--- src/rtl/alu_display_scheduler.sv ---
// alu_display_scheduler
// Latches switch operands and the operation index on button presses, drives
// them into the ALU datapath, and time-multiplexes the six datapath digit
// patterns onto one shared segment bus. Any press blanks the display for one
// full six-slot frame.
// Build option: define ALU_SCHED_DEBOUNCE_EN to insert the button debouncers;
// without it the accepted button level is the synchronized level.
module alu_display_scheduler #(
    parameter int SCAN_DIV = 50000,
    parameter int DEBOUNCE = 1000000
) (
    input  logic       clk,
    input  logic       resetn,
    input  logic [9:0] operands,
    input  logic       btn_load,
    input  logic       btn_op,
    input  logic [6:0] digit0,
    input  logic [6:0] digit1,
    input  logic [6:0] digit2,
    input  logic [6:0] digit3,
    input  logic [6:0] digit4,
    input  logic [6:0] digit5,
    output logic [1:0] op_sel,
    output logic [9:0] operands_q,
    output logic [6:0] seg,
    output logic [5:0] an,
    output logic       blanking
);

    localparam int DIV_W = (SCAN_DIV > 2) ? $clog2(SCAN_DIV) : 1;
    localparam logic [DIV_W-1:0] DIV_LAST = DIV_W'(SCAN_DIV - 1);
    localparam logic [6:0] SEG_OFF = 7'b1111111;

    // Parameter sanity, rejected at elaboration.
    if (SCAN_DIV < 2) begin : g_bad_scan_div
        $error("SCAN_DIV must be at least 2");
    end
    if (DEBOUNCE < 1) begin : g_bad_debounce
        $error("DEBOUNCE must be at least 1");
    end

    typedef enum logic {
        ST_SHOW,
        ST_BLANK
    } state_e;

    // Bit 0 carries the load button, bit 1 the op button.
    logic [1:0] btn_meta_q, btn_sync_q;
    logic [9:0] opnd_meta_q, opnd_sync_q;
    logic [1:0] btn_acc;
    logic [1:0] btn_prev_q;
    logic [1:0] press;

    state_e           state_q;
    logic [DIV_W-1:0] div_q;
    logic [2:0]       idx_q;
    logic [1:0]       op_sel_q;
    logic [9:0]       opnd_q;
    logic [6:0]       seg_q;
    logic [5:0]       an_q;
    logic             blanking_q;
    logic [6:0]       digit_sel;

    // Two-flop synchronizers for the raw buttons and switches.
    always_ff @(posedge clk or negedge resetn) begin
        if (!resetn) begin
            btn_meta_q  <= '0;
            btn_sync_q  <= '0;
            opnd_meta_q <= '0;
            opnd_sync_q <= '0;
        end else begin
            // NOTE: non-blocking assignments let each flop sample the previous
            // stage's old value, which is what makes this a two-stage chain.
            btn_meta_q  <= {btn_op, btn_load};
            btn_sync_q  <= btn_meta_q;
            opnd_meta_q <= operands;
            opnd_sync_q <= opnd_meta_q;
        end
    end

`ifdef ALU_SCHED_DEBOUNCE_EN
    localparam int DB_W = $clog2(DEBOUNCE + 1);
    localparam logic [DB_W-1:0] DB_LAST = DB_W'(DEBOUNCE - 1);

    logic [1:0][DB_W-1:0] db_cnt_q;
    logic [1:0]           db_acc_q;

    // Accept a new button level only after it has been stable for DEBOUNCE
    // consecutive cycles; any return to the accepted level restarts the count.
    always_ff @(posedge clk or negedge resetn) begin
        if (!resetn) begin
            db_cnt_q <= '0;
            db_acc_q <= '0;
        end else begin
            for (int i = 0; i < 2; i++) begin
                if (btn_sync_q[i] == db_acc_q[i]) begin
                    db_cnt_q[i] <= '0;
                end else if (db_cnt_q[i] == DB_LAST) begin
                    db_acc_q[i] <= btn_sync_q[i];
                    db_cnt_q[i] <= '0;
                end else begin
                    db_cnt_q[i] <= db_cnt_q[i] + DB_W'(1);
                end
            end
        end
    end

    assign btn_acc = db_acc_q;
`else
    assign btn_acc = btn_sync_q;
`endif

    // Remember the accepted level so a rising edge becomes a one-cycle pulse.
    always_ff @(posedge clk or negedge resetn) begin
        if (!resetn) begin
            btn_prev_q <= '0;
        end else begin
            btn_prev_q <= btn_acc;
        end
    end

    assign press = btn_acc & ~btn_prev_q;

    // Select the datapath pattern for the digit currently being scanned.
    always_comb begin
        // NOTE: the default assignment first keeps every path driven, so no
        // latch is inferred for unlisted index values.
        digit_sel = digit0;
        case (idx_q)
            3'd1:    digit_sel = digit1;
            3'd2:    digit_sel = digit2;
            3'd3:    digit_sel = digit3;
            3'd4:    digit_sel = digit4;
            3'd5:    digit_sel = digit5;
            default: digit_sel = digit0;
        endcase
    end

    // SHOW/BLANK sequencer with scan divider, press handling and registered
    // display outputs (seg/an trail the state and index by one cycle).
    always_ff @(posedge clk or negedge resetn) begin
        if (!resetn) begin
            state_q    <= ST_SHOW;
            div_q      <= '0;
            idx_q      <= '0;
            op_sel_q   <= '0;
            opnd_q     <= '0;
            seg_q      <= SEG_OFF;
            an_q       <= 6'b111111;
            blanking_q <= 1'b0;
        end else begin
            an_q  <= 6'b111111 ^ (6'd1 << idx_q);
            seg_q <= (state_q == ST_BLANK) ? SEG_OFF : digit_sel;

            if (press[0]) begin
                opnd_q <= opnd_sync_q;
            end
            if (press[1]) begin
                op_sel_q <= op_sel_q + 2'd1;
            end

            if (|press) begin
                // A press always (re)starts a blank frame from slot 0.
                state_q    <= ST_BLANK;
                blanking_q <= 1'b1;
                div_q      <= '0;
                idx_q      <= '0;
            end else if (div_q == DIV_LAST) begin
                div_q <= '0;
                if (idx_q == 3'd5) begin
                    idx_q <= '0;
                    if (state_q == ST_BLANK) begin
                        state_q    <= ST_SHOW;
                        blanking_q <= 1'b0;
                    end
                end else begin
                    idx_q <= idx_q + 3'd1;
                end
            end else begin
                div_q <= div_q + DIV_W'(1);
            end
        end
    end

    assign op_sel     = op_sel_q;
    assign operands_q = opnd_q;
    assign seg        = seg_q;
    assign an         = an_q;
    assign blanking   = blanking_q;

endmodule
--- config.mk ---
export PLATFORM = sky130hd
export DESIGN_NAME = alu_display_scheduler
export DESIGN_NICKNAME = d
export VERILOG_FILES = /design/src/rtl/alu_display_scheduler.sv
export SDC_FILE = /design/constraint.sdc
export NUM_CORES = 1
export LEC_CHECK = 0
export CAP_MARGIN = 40
export CORE_MARGIN = 5
export CORE_UTILIZATION = 49
export CTS_BUF_LIST = sky130_fd_sc_hd__clkbuf_8
export CTS_CLUSTER_SIZE = 12
export DETAILED_ROUTE_END_ITERATION = 10
export GPL_TIMING_DRIVEN = 0
export PLACE_DENSITY = 0.92
export SYNTH_ARGS = -nofsm -noshare
export SYNTH_HDL_FRONTEND = slang
export SYNTH_SLANG_ARGS = --single-unit
export TNS_END_PERCENT = 5
--- constraint.sdc ---
create_clock -name clk -period 2.35 [get_ports clk]
set_input_delay 0.47 -clock clk [delete_from_list [all_inputs] [get_ports clk]]
set_output_delay 0.47 -clock clk [all_outputs]
set_load 0.05 [all_outputs]
==> results.yml <==
outcome:
  status: "finished clean"
route:
  wl_um: 6390
  wire_per_inst_um: 16.6
  dr.pass1.iters: 4
  vias: 2039
  ant_nets: 0
  drtIter0Drc: 173
  via_per_inst: 5.31
  drt_drc_violations_left: 0
synth:
  synthTopCellsByArea: "dfrtp_1, dfstp_2, xnor2_1, mux2_2, nor2_1"
  synth-async-reset-ratio_pct: 100
  yosysTopAreaCellShare_pct: 53.1
  syn_nets: 274
  yosysMostFrequentCell: "dfrtp_1"
  yosys_warnings: 0
  ys_types: 34
  synth-seq-cells: 72
  synth.largest_area_cell: "dfrtp_1"
  synthFlopType: "dfrtp_1"
  postSynthCellCount: 216
  avgSynthCellArea_um2: 12.9
  synth_common_cells: "dfrtp_1, nor2_1, xnor2_1, dfstp_2, mux2_2"
  seq_area_frac_synth_pct: 65.4
  synth_area_um2: 2780
  synth-edff-count: 0
power_and_ir_drop:
  seq_power_share_pct: 46.9
  switching_power_uw: 749
  pwr-share-clk_pct: 37.8
  pwr-share-comb_pct: 15.3
  peakVddDrop_mv: 0.660
  p_int_mw: 2.14
  power_density_nw_per_um2: 741
  p_sw_share_pct: 25.9
  p_leak_nw: 1.56
cts:
  htreeDepth: 3
  cts_setup_buffers: 0
  clk_pin_slew_ps: 80
  clk_latency_ps: 340
  root_buffer: "clkbuf_8"
  postCtsResizedCells: 0
  numClockSinks: 72
  cts_hold_buf: 0
  cts_buffers: 9
  clk_path_buf_depth: 2
  cts_tree: "done"
die:
  fp.dieW_um: 85.3
  num_rows: 27
  ioPinCount: 82
  fp.dieH_um: 85.3
  initial_utilization_pct: 50.5
  coreArea_um2: 5510
  die_area_um2: 7280
sta:
  hold_viol: 0
  grt_setup_unrepaired: "false"
  min_period_ps: 2150
  fin_ws_ps: 202
  skew_ps: 6.94
  setup_viol: 0
  slew_headroom_pct: 41.9
  max_freq_ghz: 0.466
  tightest_slew_ps: 864
  fin_setup_tns_ps: 0
  drv_slew: 0
  fin_crit_sh_pct: 91.4
placement:
  pre_cts_slack_ps: 216
  routabilityCongestion: 0.834
  numPortBuffers: 81
  place_hpwl_um: 4450
critical_path:
  critPathTopFamily: "buffers and inverters"
  critPathKind: "reg -> out"
  end_kind: "primary output"
  cp.required_ps: 1880
  path_max_fanout: 1
  slowest_stage: "clkdlybuf4s50_1"
  cp.arrival_ps: 1680
  critPathLaunchType: "flop"
  critPathBufInv: 1
  r2r_slack_ps: 310
  critical_path.max_stage_delay_ps: 810
  cp_cell_sequence: "clkdlybuf4s50_1"
global_routing:
  met1_usage_pct: 20.2
  grt_pass1_wl_um: 10700
  grt_overflow_total: 0
  gr-usage-met2_pct: 34.4
  grt_pass1_vias: 2231
  grt_max_degree: 73
  grt_use_met3_pct: 5.73
  antenna_found_initial: 0
  grt.total_usage_pct: 19.1
  top_usage_layer: "met2"
finish:
  diodes: 0
  drive_above_1_share_pct: 14.1
  synthToLayoutAreaGrowth_pct: 40.4
  nets: 365
hold_path:
  worst_hold_path_type: "in -> async"
run:
  cap_violations: 0
cell type report:
class	instances	area [µm²]
buffer	8	37.5
clock buffer	10	138
clock inverter	6	91.3
fill	366	1600
inverter	8	30.0
multi-input combinational	127	892
sequential	72	1820
tap	72	90.1
timing repair buffer	81	808
final timing paths:
kind,startpoint,cells after the start,endpoint
worst max-delay path,an[1]$_DFF_PN1_,1,an[1]
worst min-delay path,resetn,1,opnd_sync_q[4]$_DFF_PN0_
worst max register to register,idx_q[0]$_DFFE_PN0P_,7,seg[1]$_DFF_PN1_
worst min register to register,opnd_meta_q[2]$_DFF_PN0_,0,opnd_sync_q[2]$_DFF_PN0_
max in group asynchronous,resetn,1,div_q[10]$_DFF_PN0_
min in group clk,opnd_meta_q[2]$_DFF_PN0_,0,opnd_sync_q[2]$_DFF_PN0_
cell usage in the layout, fill, tap and decap left out, drive strengths merged:
| master | synthesis | layout |
|---|---|---|
| or4bb | 1 | 1 |
| nand4 | 3 | 3 |
| ha | 2 | 2 |
| clkdlybuf4s50 | 0 | 80 |
| nand3 | 6 | 6 |
| nand2 | 8 | 8 |
| nor3 | 5 | 5 |
| clkbuf | 7 | 16 |
| bufinv | 0 | 2 |
| or2b | 1 | 1 |
| nand4bb | 1 | 1 |
| a22oi | 7 | 7 |
| o21ai | 8 | 8 |
| a32o | 1 | 1 |
| buf | 2 | 3 |
| xnor2 | 16 | 16 |
| and3b | 1 | 1 |
| or3 | 1 | 1 |
| dfstp | 13 | 13 |
| inv | 8 | 9 |
| nor2b | 4 | 4 |
| or4b | 1 | 1 |
| a21o | 2 | 2 |
| a221o | 7 | 7 |
| and2 | 1 | 1 |
| dfrtp | 59 | 59 |
| mux2 | 10 | 10 |
| a21oi | 1 | 1 |
| a221oi | 7 | 7 |
| mux2i | 1 | 1 |
| xor2 | 1 | 1 |
| nand2b | 2 | 2 |
| nor2 | 25 | 25 |
| clkinv | 0 | 3 |
| nor4 | 4 | 4 |
power by group through the flow:
stage / clock [mW] / combinational [mW] / sequential, mW
final: 1.09 / 0.444 / 1.36
after global routing: 1.18 / 0.471 / 1.37
after CTS: 1.11 / 0.451 / 1.36
after detailed placement: 0 / 0.450 / 1.38
after global placement: 0 / 0.438 / 1.38
after floorplan: 0 / 0.0721 / 1.53
per-stage QoR:
step / hold slack (ps) / power [mW] / area [µm²] / utilization, % / std cells
after floorplan: 174 / 1.60 / 2780 / - / 216
final: 243 / 2.89 / 3910 / 70.9 / 384
after global placement: 332 / 1.82 / 3680 / 66.9 / 369
after global routing: 310 / 3.02 / 3910 / 70.9 / 384
after CTS: 257 / 2.92 / 3910 / 71.0 / 385
after detailed placement: 335 / 1.83 / 3680 / 66.8 / 369
registers in the layout (all words and copies together) (netlist names):
| name | cells |
|---|---|
| an | 6 |
| blanking | 1 |
| btn_acc | 2 |
| btn_meta_q | 2 |
| btn_prev_q | 2 |
| div_q | 16 |
| idx_q | 3 |
| op_sel | 2 |
| operands_q | 10 |
| opnd_meta_q | 10 |
| opnd_sync_q | 10 |
| seg | 7 |
| state_q | 1 |
metal layers:
metal	part of all wire, %	wire [µm]
met1	37	2360
met3	7.7	489
met5	0	0
met4	2.1	131
met2	53	3410
cells by family (layout without fill, tap and decap cells):
kind of cell    Yosys count  in the layout  share of synthesized area, %
buf+inv                  17            113                          2.56
xor+xnor                 17             17                          5.35
flops                    72             72                          65.4
simple gates             64             64                          12.3
compound gates           33             33                          9.13
fa+ha+maj                 2              2                         0.900
mux                      11             11                          4.41
(Power assumes the default switching activity.)
